===== src/rtl/gigatron_loader_if.sv =====
// rtl/gigatron_loader_if.sv - byte stream valid/ready handshake between host and loader
interface gigatron_loader_if;
   logic [7:0] in_data;
   logic       in_valid;
   logic       in_ready;

   modport master (output in_data, output in_valid, input in_ready);
   modport slave  (input in_data, input in_valid, output in_ready);
endinterface


===== src/rtl/gigatron_loader.sv =====
// rtl/gigatron_loader.sv - framed byte-stream boot loader for Gigatron ROM/RAM with CPU reset control
module gigatron_loader #(
   parameter int ROM_AW = 16,
   parameter int RAM_AW = 16
) (
   input  logic              clock,
   input  logic              rst_n,
   gigatron_loader_if.slave  src,
   output logic [ROM_AW-1:0] rom_addr,
   output logic [15:0]       rom_data,
   output logic              rom_we,
   output logic [RAM_AW-1:0] ram_addr,
   output logic [7:0]        ram_data,
   output logic              ram_we,
   output logic              cpu_rst_n,
   output logic              busy,
   output logic              error
);

   typedef enum logic [3:0] {
      ST_IDLE, ST_AH, ST_AL, ST_LH, ST_LL, ST_DHI, ST_DLO, ST_DAT, ST_CSUM, ST_RUN
   } state_t;

   state_t      state;
   logic [1:0]  rst_sync;
   logic        is_rom;
   logic [15:0] addr_q;
   logic [15:0] count;
   logic [7:0]  sum;
   logic [7:0]  hi_byte;
   logic        accept;
   logic [7:0]  b;

   // Two-stage release so in_ready comes up cleanly after reset deassertion.
   assign src.in_ready = rst_sync[1];
   assign accept       = src.in_valid & rst_sync[1];
   assign b            = src.in_data;

   always_ff @(posedge clock or negedge rst_n) begin
      if (!rst_n) begin
         rst_sync  <= 2'b00;
         state     <= ST_IDLE;
         is_rom    <= 1'b0;
         addr_q    <= '0;
         count     <= '0;
         sum       <= '0;
         hi_byte   <= '0;
         rom_addr  <= '0;
         rom_data  <= '0;
         rom_we    <= 1'b0;
         ram_addr  <= '0;
         ram_data  <= '0;
         ram_we    <= 1'b0;
         cpu_rst_n <= 1'b0;
         busy      <= 1'b0;
         error     <= 1'b0;
      end else begin
         rst_sync <= {rst_sync[0], 1'b1};
         rom_we   <= 1'b0;
         ram_we   <= 1'b0;
         if (accept) begin
            sum <= 8'(sum + b);
            case (state)
               ST_IDLE: begin
                  case (b)
                     8'h01, 8'h02: begin
                        state  <= ST_AH;
                        is_rom <= (b == 8'h01);
                        sum    <= b;
                        busy   <= 1'b1;
                     end
                     8'h03: begin
                        if (!error) begin
                           state     <= ST_RUN;
                           cpu_rst_n <= 1'b1;
                        end
                     end
                     8'h04: begin
                        state <= ST_IDLE;
                     end
                     default: error <= 1'b1;
                  endcase
               end
               ST_AH: begin
                  addr_q[15:8] <= b;
                  state        <= ST_AL;
               end
               ST_AL: begin
                  addr_q[7:0] <= b;
                  state       <= ST_LH;
               end
               ST_LH: begin
                  count[15:8] <= b;
                  state       <= ST_LL;
               end
               ST_LL: begin
                  count <= {count[15:8], b};
                  if ({count[15:8], b} == 16'h0000) state <= ST_CSUM;
                  else if (is_rom)                  state <= ST_DHI;
                  else                              state <= ST_DAT;
               end
               ST_DHI: begin
                  hi_byte <= b;
                  state   <= ST_DLO;
               end
               ST_DLO: begin
                  rom_we   <= 1'b1;
                  rom_addr <= addr_q[ROM_AW-1:0];
                  rom_data <= {hi_byte, b};
                  addr_q   <= 16'(addr_q + 16'd1);
                  count    <= 16'(count - 16'd1);
                  state    <= (count == 16'd1) ? ST_CSUM : ST_DHI;
               end
               ST_DAT: begin
                  ram_we   <= 1'b1;
                  ram_addr <= addr_q[RAM_AW-1:0];
                  ram_data <= b;
                  addr_q   <= 16'(addr_q + 16'd1);
                  count    <= 16'(count - 16'd1);
                  state    <= (count == 16'd1) ? ST_CSUM : ST_DAT;
               end
               ST_CSUM: begin
                  // A good record sums to zero including its checksum byte.
                  if (8'(sum + b) != 8'h00) error <= 1'b1;
                  busy  <= 1'b0;
                  state <= ST_IDLE;
               end
               ST_RUN: begin
                  if (b == 8'h04) begin
                     state     <= ST_IDLE;
                     cpu_rst_n <= 1'b0;
                  end
               end
               default: state <= ST_IDLE;
            endcase
         end
      end
   end

endmodule


===== src/flat_wrapper.sv =====
// flat-port wrapper written by rule: the top's interface ports become plain ports
module gigatron_loader_flat 
#(
   parameter int ROM_AW = 16,
   parameter int RAM_AW = 16
)
  (clock, rst_n, rom_addr, rom_data, rom_we, ram_addr, ram_data, ram_we, cpu_rst_n, busy, error, src_in_data, src_in_valid, src_in_ready);
  gigatron_loader_if src_i ();
  input  logic clock;
  input  logic rst_n;
  output logic [ROM_AW-1:0] rom_addr;
  output logic [15:0] rom_data;
  output logic rom_we;
  output logic [RAM_AW-1:0] ram_addr;
  output logic [7:0] ram_data;
  output logic ram_we;
  output logic cpu_rst_n;
  output logic busy;
  output logic error;
  input wire logic [$bits(src_i.in_data)-1:0] src_in_data;
  input wire logic [$bits(src_i.in_valid)-1:0] src_in_valid;
  output wire logic [$bits(src_i.in_ready)-1:0] src_in_ready;
  assign src_i.in_data = src_in_data;
  assign src_i.in_valid = src_in_valid;
  assign src_in_ready = src_i.in_ready;
  gigatron_loader #(.ROM_AW(ROM_AW), .RAM_AW(RAM_AW)) u_core (.clock(clock), .rst_n(rst_n), .src(src_i), .rom_addr(rom_addr), .rom_data(rom_data), .rom_we(rom_we), .ram_addr(ram_addr), .ram_data(ram_data), .ram_we(ram_we), .cpu_rst_n(cpu_rst_n), .busy(busy), .error(error));
endmodule

===== config.mk =====
export PLATFORM = sky130hd
export DESIGN_NAME = gigatron_loader_flat
export DESIGN_NICKNAME = d
export VERILOG_FILES = /design/src/rtl/gigatron_loader_if.sv /design/src/rtl/gigatron_loader.sv /design/src/flat_wrapper.sv
export SDC_FILE = /design/constraint.sdc
export NUM_CORES = 1
export LEC_CHECK = 0
export BUFFER_PORTS_ARGS = -buffer_cell sky130_fd_sc_hd__buf_2
export CAP_MARGIN = 20
export CORE_MARGIN = 1
export CORE_UTILIZATION = 50
export DETAILED_ROUTE_END_ITERATION = 8
export HOLD_SLACK_MARGIN = 0.03
export PLACE_DENSITY = 0.77
export SYNTH_ARGS = -nofsm -noshare
export SYNTH_HDL_FRONTEND = slang
export SYNTH_SLANG_ARGS = --single-unit

===== constraint.sdc =====
create_clock -name clock -period 2.1 [get_ports clock]
set_input_delay 0.315 -clock clock [delete_from_list [all_inputs] [get_ports clock]]
set_output_delay 0.315 -clock clock [all_outputs]
set_load 0.005 [all_outputs]

Word level (Yosys, flattened, before mapping)
Cells that the tools add are included.

word-level totals
  register bits = 116
  bits of input ports = 11
  output and inout bits = 62
  word-level logic and storage cells = 95

operators by class
  add/subtract/negate cells = 3
  equal/unequal tests = 22
  muxes and demuxes = 27
  bitwise logic cells = 1
  reduce and logical (&&, ||, !) cells = 24

operator list
  cell                                                                     number
  8-bit case mux with 2 select lines                                       4
  4-bit case mux with 9 select lines                                       1
  4-bit 2-to-1 mux                                                         5
  16-bit by 1-bit adder with 16-bit output (second input constant)         1
  16-bit by 1-bit equality test with 1-bit output (second input constant)  1
  4-bit by 3-bit equality test with 1-bit output (second input constant)   4
  8-bit by 2-bit equality test with 1-bit output (second input constant)   2
  16-bit zero test                                                         1
  8-bit 2-to-1 mux                                                         2
  16-bit by 1-bit subtractor with 16-bit output (second input constant)    1
  2-bit AND reduction                                                      7
  4-bit case mux with 3 select lines                                       1
  2-bit nonzero test                                                       6
  1-bit 2-to-1 mux                                                         10
  8-bit adder                                                              1
  4-bit by 2-bit equality test with 1-bit output (second input constant)   2
  4-bit equality test (second input constant)                              2
  8-bit by 1-bit equality test with 1-bit output (second input constant)   1
  8-bit by 3-bit equality test with 1-bit output (second input constant)   1
  4-bit AND reduction                                                      2
  8-bit nonzero test                                                       1
  2-bit by 1-bit != test with 1-bit output (second input constant)         3
  2-bit != test (second input constant)                                    3
  1-bit case mux with 2 select lines                                       3
  other kinds (10)                                                         12

Longest topological paths before layout
  word-level depth = 4
  depth in mapped cells = 8
  mapped depth without buffers = 8

Least setup slack after synthesis
No wires, ideal clock.

  path type = register to register
  start = reg u_core.count[0]
  end = reg u_core.count[14]
  setup time = 121 ps
  data arrival time = 2061 ps
  required time = 1979 ps
  setup slack = -82 ps
  cell stages (with the launch flop) = 8
  path buffers = 0
  period minus slack after synthesis = 2182 ps
  cell sequence = dfrtp_1 > inv_1 > ha_1 > or3b_2 > nor3_1 > and3_1 > o21ai_0 > a22o_1

on the way
  cells in the longest elaborated chain, start to end = 2

RTL lines
  what                                           RTL line                                        text
  start, declared                                gigatron_loader.sv:28                           logic [15:0] count;
  start signal, assigned                         gigatron_loader.sv:97                           count <= {count[15:8], b};
  start signal, assigned                         gigatron_loader.sv:111                          count <= 16'(count - 16'd1);
  start signal, assigned                         gigatron_loader.sv:119                          count <= 16'(count - 16'd1);
  16-bit by 1-bit subtractor with 16-bit output  gigatron_loader.sv:111, gigatron_loader.sv:119
  8-bit case mux with 2 select lines             gigatron_loader.sv:63                           case (state)

No other way between the ends.
A chain may end at the register's enable or synchronous reset.

Worst setup path in the final report
  start = reg u_core.state[0]
  end = reg u_core.state[3]

on the way
  cells in the longest elaborated chain, start to end = 3
  elaborated cells on any way between the ends = 14
  those cells by class = 11 x eq/ne; 1 x mux; 2 x reduce/logical

RTL lines
  what                                                                               RTL line                text
  start, declared                                                                    gigatron_loader.sv:24   state_t state;
  start signal, assigned                                                             gigatron_loader.sv:112  state <= (count == 16'd1) ? ST_CSUM : ST_DHI;
  start signal, assigned                                                             gigatron_loader.sv:120  state <= (count == 16'd1) ? ST_CSUM : ST_DAT;
  4-bit zero test or 4-bit equality test (tied branches)                             gigatron_loader.sv:63
  4-bit by 2-bit != test with 1-bit output (no source line) (tied with other cells)  n/a
  4-bit AND reduction (no source line)                                               n/a

Parallel ways exist; a longest one is shown, timed or not.

==> summary.md <==
| Metric | Value |
|---|---|
| Antenna violations before repair | `0` |
| 1st-iter DRT viols | `327` |
| Synth area leaders | `dfrtp_1 50%, mux2_2 13%, a21oi_1 3.6%` |
| Startpoint Class | `flip-flop` |
| Synth Area per Inst | `10.9 um2` |
| Initial Util | `52.3%` |
| Via count | `4805` |
| Crit. Startpoint | `u_core.state[0]$_DFFE_PN0P_` |
| Worst hold slack | `0.152 ns` |
| Mapped Cells | `530` |
| Nets | `659` |
| Post-synth EDFFs | `0` |
| Filler cells | `842` |
| Cell Area, Synth | `5770 um2` |
| Post-route ant nets | `0` |
| Ys Warns | `0` |
| Slowest cell on crit path | `or4_4` |
| Worst skew pair latency | `0.42 ns` |
| Asr flop ratio synth | `100%` |
| Clock-pin slew on the worst setup and hold paths | `0.06 ns` |
| Final Hold Viols | `0` |
| Routed len/inst | `18.7 um` |
| HPWL after detailed placement | `10100 um` |
| Row count | `38` |
| R2R cell count | `6` |
| CTS tree | `built` |
| Layout cells sized above 1 | `36.5%` |
| Max Freq | `0.491 GHz` |
| Setup violators final | `0` |
| Synthesized Nets | `552` |
| CTS Sinks | `116` |
| Critical path buffer and inverter count | `1` |
| Max cap viols | `0` |
| CTS max path bufs | `2` |
| Grt ovf | `0` |
| Port bufs | `72` |
| DIE AREA | `12000 um2` |
| Synth area leader | `dfrtp_1` |
| Die Y | `109 um` |
| Stages on worst setup path | `6` |
| R2r startpoint | `u_core.state[0]$_DFFE_PN0P_` |
| Area of the multi-input gates | `2730 um2` |
| Slew margin rel. | `61.3%` |
| Crit. End Element | `flip-flop` |
| GP Congestion | `0.904` |
| CP required | `2.45 ns` |
| Tcrit/Tclk final | `96.9%` |
| Maximum VDD drop | `902 uV` |
| Crit-path cells | `or4_4, nor4_2, buf_4, and2_1, a22o_1, a31o_2` |
| CP top delay family | `simple AND/OR/NAND/NOR gates` |
| Worst setup endpoint | `u_core.state[3]$_DFFE_PN0P_` |
| Boundary Pins | `73` |
| Clock buffer count from CTS | `17` |
| Worst clock skew | `0.0105 ns` |
| Register area | `2900 um2` |
| Peak fanout along the critical path | `4` |
| Max-slew violation count | `0` |
| Seq/Total Area, Yosys | `50.3%` |
| Commonest non-fill, non-tap cells in the layout | `116 x dfrtp_1, 71 x buf_2, 66 x mux2_2` |
| Static leakage | `3.24 nW` |
| CTS H-tree lvls | `4` |
| Period minus WS final | `2.03 ns` |
| GR Util All Layers | `26.7%` |
| DR vias/cell | `6.08` |
| Core Region | `11000 um2` |
| First-pass GRT wire length | `24300 um` |
| Outcome | `finished clean` |
| N_diodes | `0` |
| Reg2Reg Setup Slack | `0.07 ns` |
| Tightest Pin Transition | `0.580 ns` |
| Clock root buffer | `clkbuf_16` |
| Post-synth top area share | `50.3%` |
| Vias in the first global route | `4776` |
| Critical Path AT | `2.38 ns` |
| Pwr Density | `1450 nW/um2` |
| Largest net degree at the start of global routing | `43` |
| Final routed DRC violation total | `0` |
| Worst r2r dst | `u_core.state[3]$_DFFE_PN0P_` |
| Hold crit path type | `in2reg` |
| CP Class | `reg2reg` |
| DRT Pass-1 Iters | `5` |
| Die Wd | `109 um` |
| Slowest stage delay, CP | `0.58 ns` |
| Area growth from synthesis to layout | `24.6%` |
| Number of synthesized register bits | `116` |
| Total power | `10.5 mW` |
| Setup Buffers After CTS | `0` |
| Main flop type after synthesis | `dfrtp_1` |
| Worst Hold Depth | `2` |
| Final WL | `14800 um` |
| Commonest non-fill, non-tap cell in the layout | `dfrtp_1` |
| Netlist cell types | `59` |
layout make-up:
class / instances / share of cell area [%]
clock buffers: 24 / 6.97
repair buffers: 114 / 10.2
clock inverters: 8 / 1.36
inverters: 15 / 0.783
multi-input cells: 373 / 37.9
flip-flops and latches: 116 / 40.3
well taps: 140 / 2.43
flip-flops by register name (all words and copies together), names as in the netlist:
register,count
u_core.is_rom,1
u_core.busy,1
u_core.rom_data,16
u_core.ram_we,1
u_core.ram_data,8
u_core.sum,8
u_core.rom_we,1
u_core.rom_addr,16
u_core.cpu_rst_n,1
u_core.addr_q,16
u_core.ram_addr,16
u_core.state,4
u_core.hi_byte,8
u_core.count,16
u_core.rst_sync,2
u_core.error,1
through the flow:
| stage | std cells | setup TNS, ns | setup slack, ns | utilization (%) | cell area, um2 |
|---|---|---|---|---|---|
| after floorplan | 530 | -0.139 | -0.0694 | - | 5790 |
| after global placement | 757 | -0.288 | -0.116 | 59.4 | 6550 |
| after detailed placement | 757 | -0.429 | -0.145 | 59.4 | 6550 |
| after CTS | 790 | 0 | 0.0425 | 64.9 | 7160 |
| after global routing | 790 | -0.0454 | -0.0234 | 65.2 | 7190 |
| final | 790 | 0 | 0.0654 | 65.2 | 7190 |
cell usage after synthesis (4+ instances only):
library cell / number
o22a_1: 19
a31oi_1: 13
nand4_1: 4
dfrtp_1: 116
o211ai_1: 4
o21a_1: 4
nor4_1: 7
o21ai_0: 32
clkbuf_1: 15
mux2_2: 66
a21oi_1: 41
nor3_1: 11
a41oi_1: 4
and3_1: 6
a22o_1: 8
nand3_1: 10
ha_1: 10
nand2_1: 25
buf_2: 5
inv_1: 15
a31o_2: 4
and2_1: 8
nor2_1: 41
power breakdown:
part	internal [mW]	total (mW)	leakage, nW	switching [mW]
clock network	1.90	2.89	0.288	0.997
logic	1.80	3.52	1.56	1.72
registers	3.24	4.05	1.39	0.810
per-layer routing:
layer / vias to the layer above / track usage (%) / part of all wire [%]
li1: 2173 / - / -
met3: 19 / 6.11 / 5.6
met1: 2437 / 35.2 / 43
met2: 176 / 42.6 / 50
met5: - / 0 / 0
met4: 0 / 10.6 / 1.5
how the worst min path moves through the flow:
stage | from | endpoint | slack [ns]
6_report | src_in_data[1] | u_core.is_rom$_DFFE_PN0P_ | 0.15
3_3_place_gp | rst_n | u_core.rom_data[4]$_DFFE_PN0P_ | 0.34
5_1_grt | src_in_data[1] | u_core.is_rom$_DFFE_PN0P_ | 0.20
4_1_cts | src_in_data[1] | u_core.is_rom$_DFFE_PN0P_ | 0.15
3_5_place_dp | rst_n | u_core.ram_we$_DFF_PN0_ | 0.35
2_1_floorplan | rst_n | u_core.addr_q[0]$_DFFE_PN0P_ | 0.02
logic make-up after synthesis:
| kind of cell | synth area share, % |
|---|---|
| AO/OA/AOI/OAI | 17.0 |
| XOR/XNOR | 0.911 |
| adder cells (fa/ha/maj) | 2.51 |
| buffers and inverters | 3.25 |
| flip-flops | 50.3 |
| multiplexers | 12.9 |
| other | 0.0650 |
| AND/OR/NAND/NOR | 13.1 |
repair_timing:
item | CTS | global route
resized for setup | 0 | 8
hold endpoints to repair | 39 | 0
hold buffers | 1 | 0
setup endpoints to repair | 0 | 12
Power figures use the tool's default switching activity.
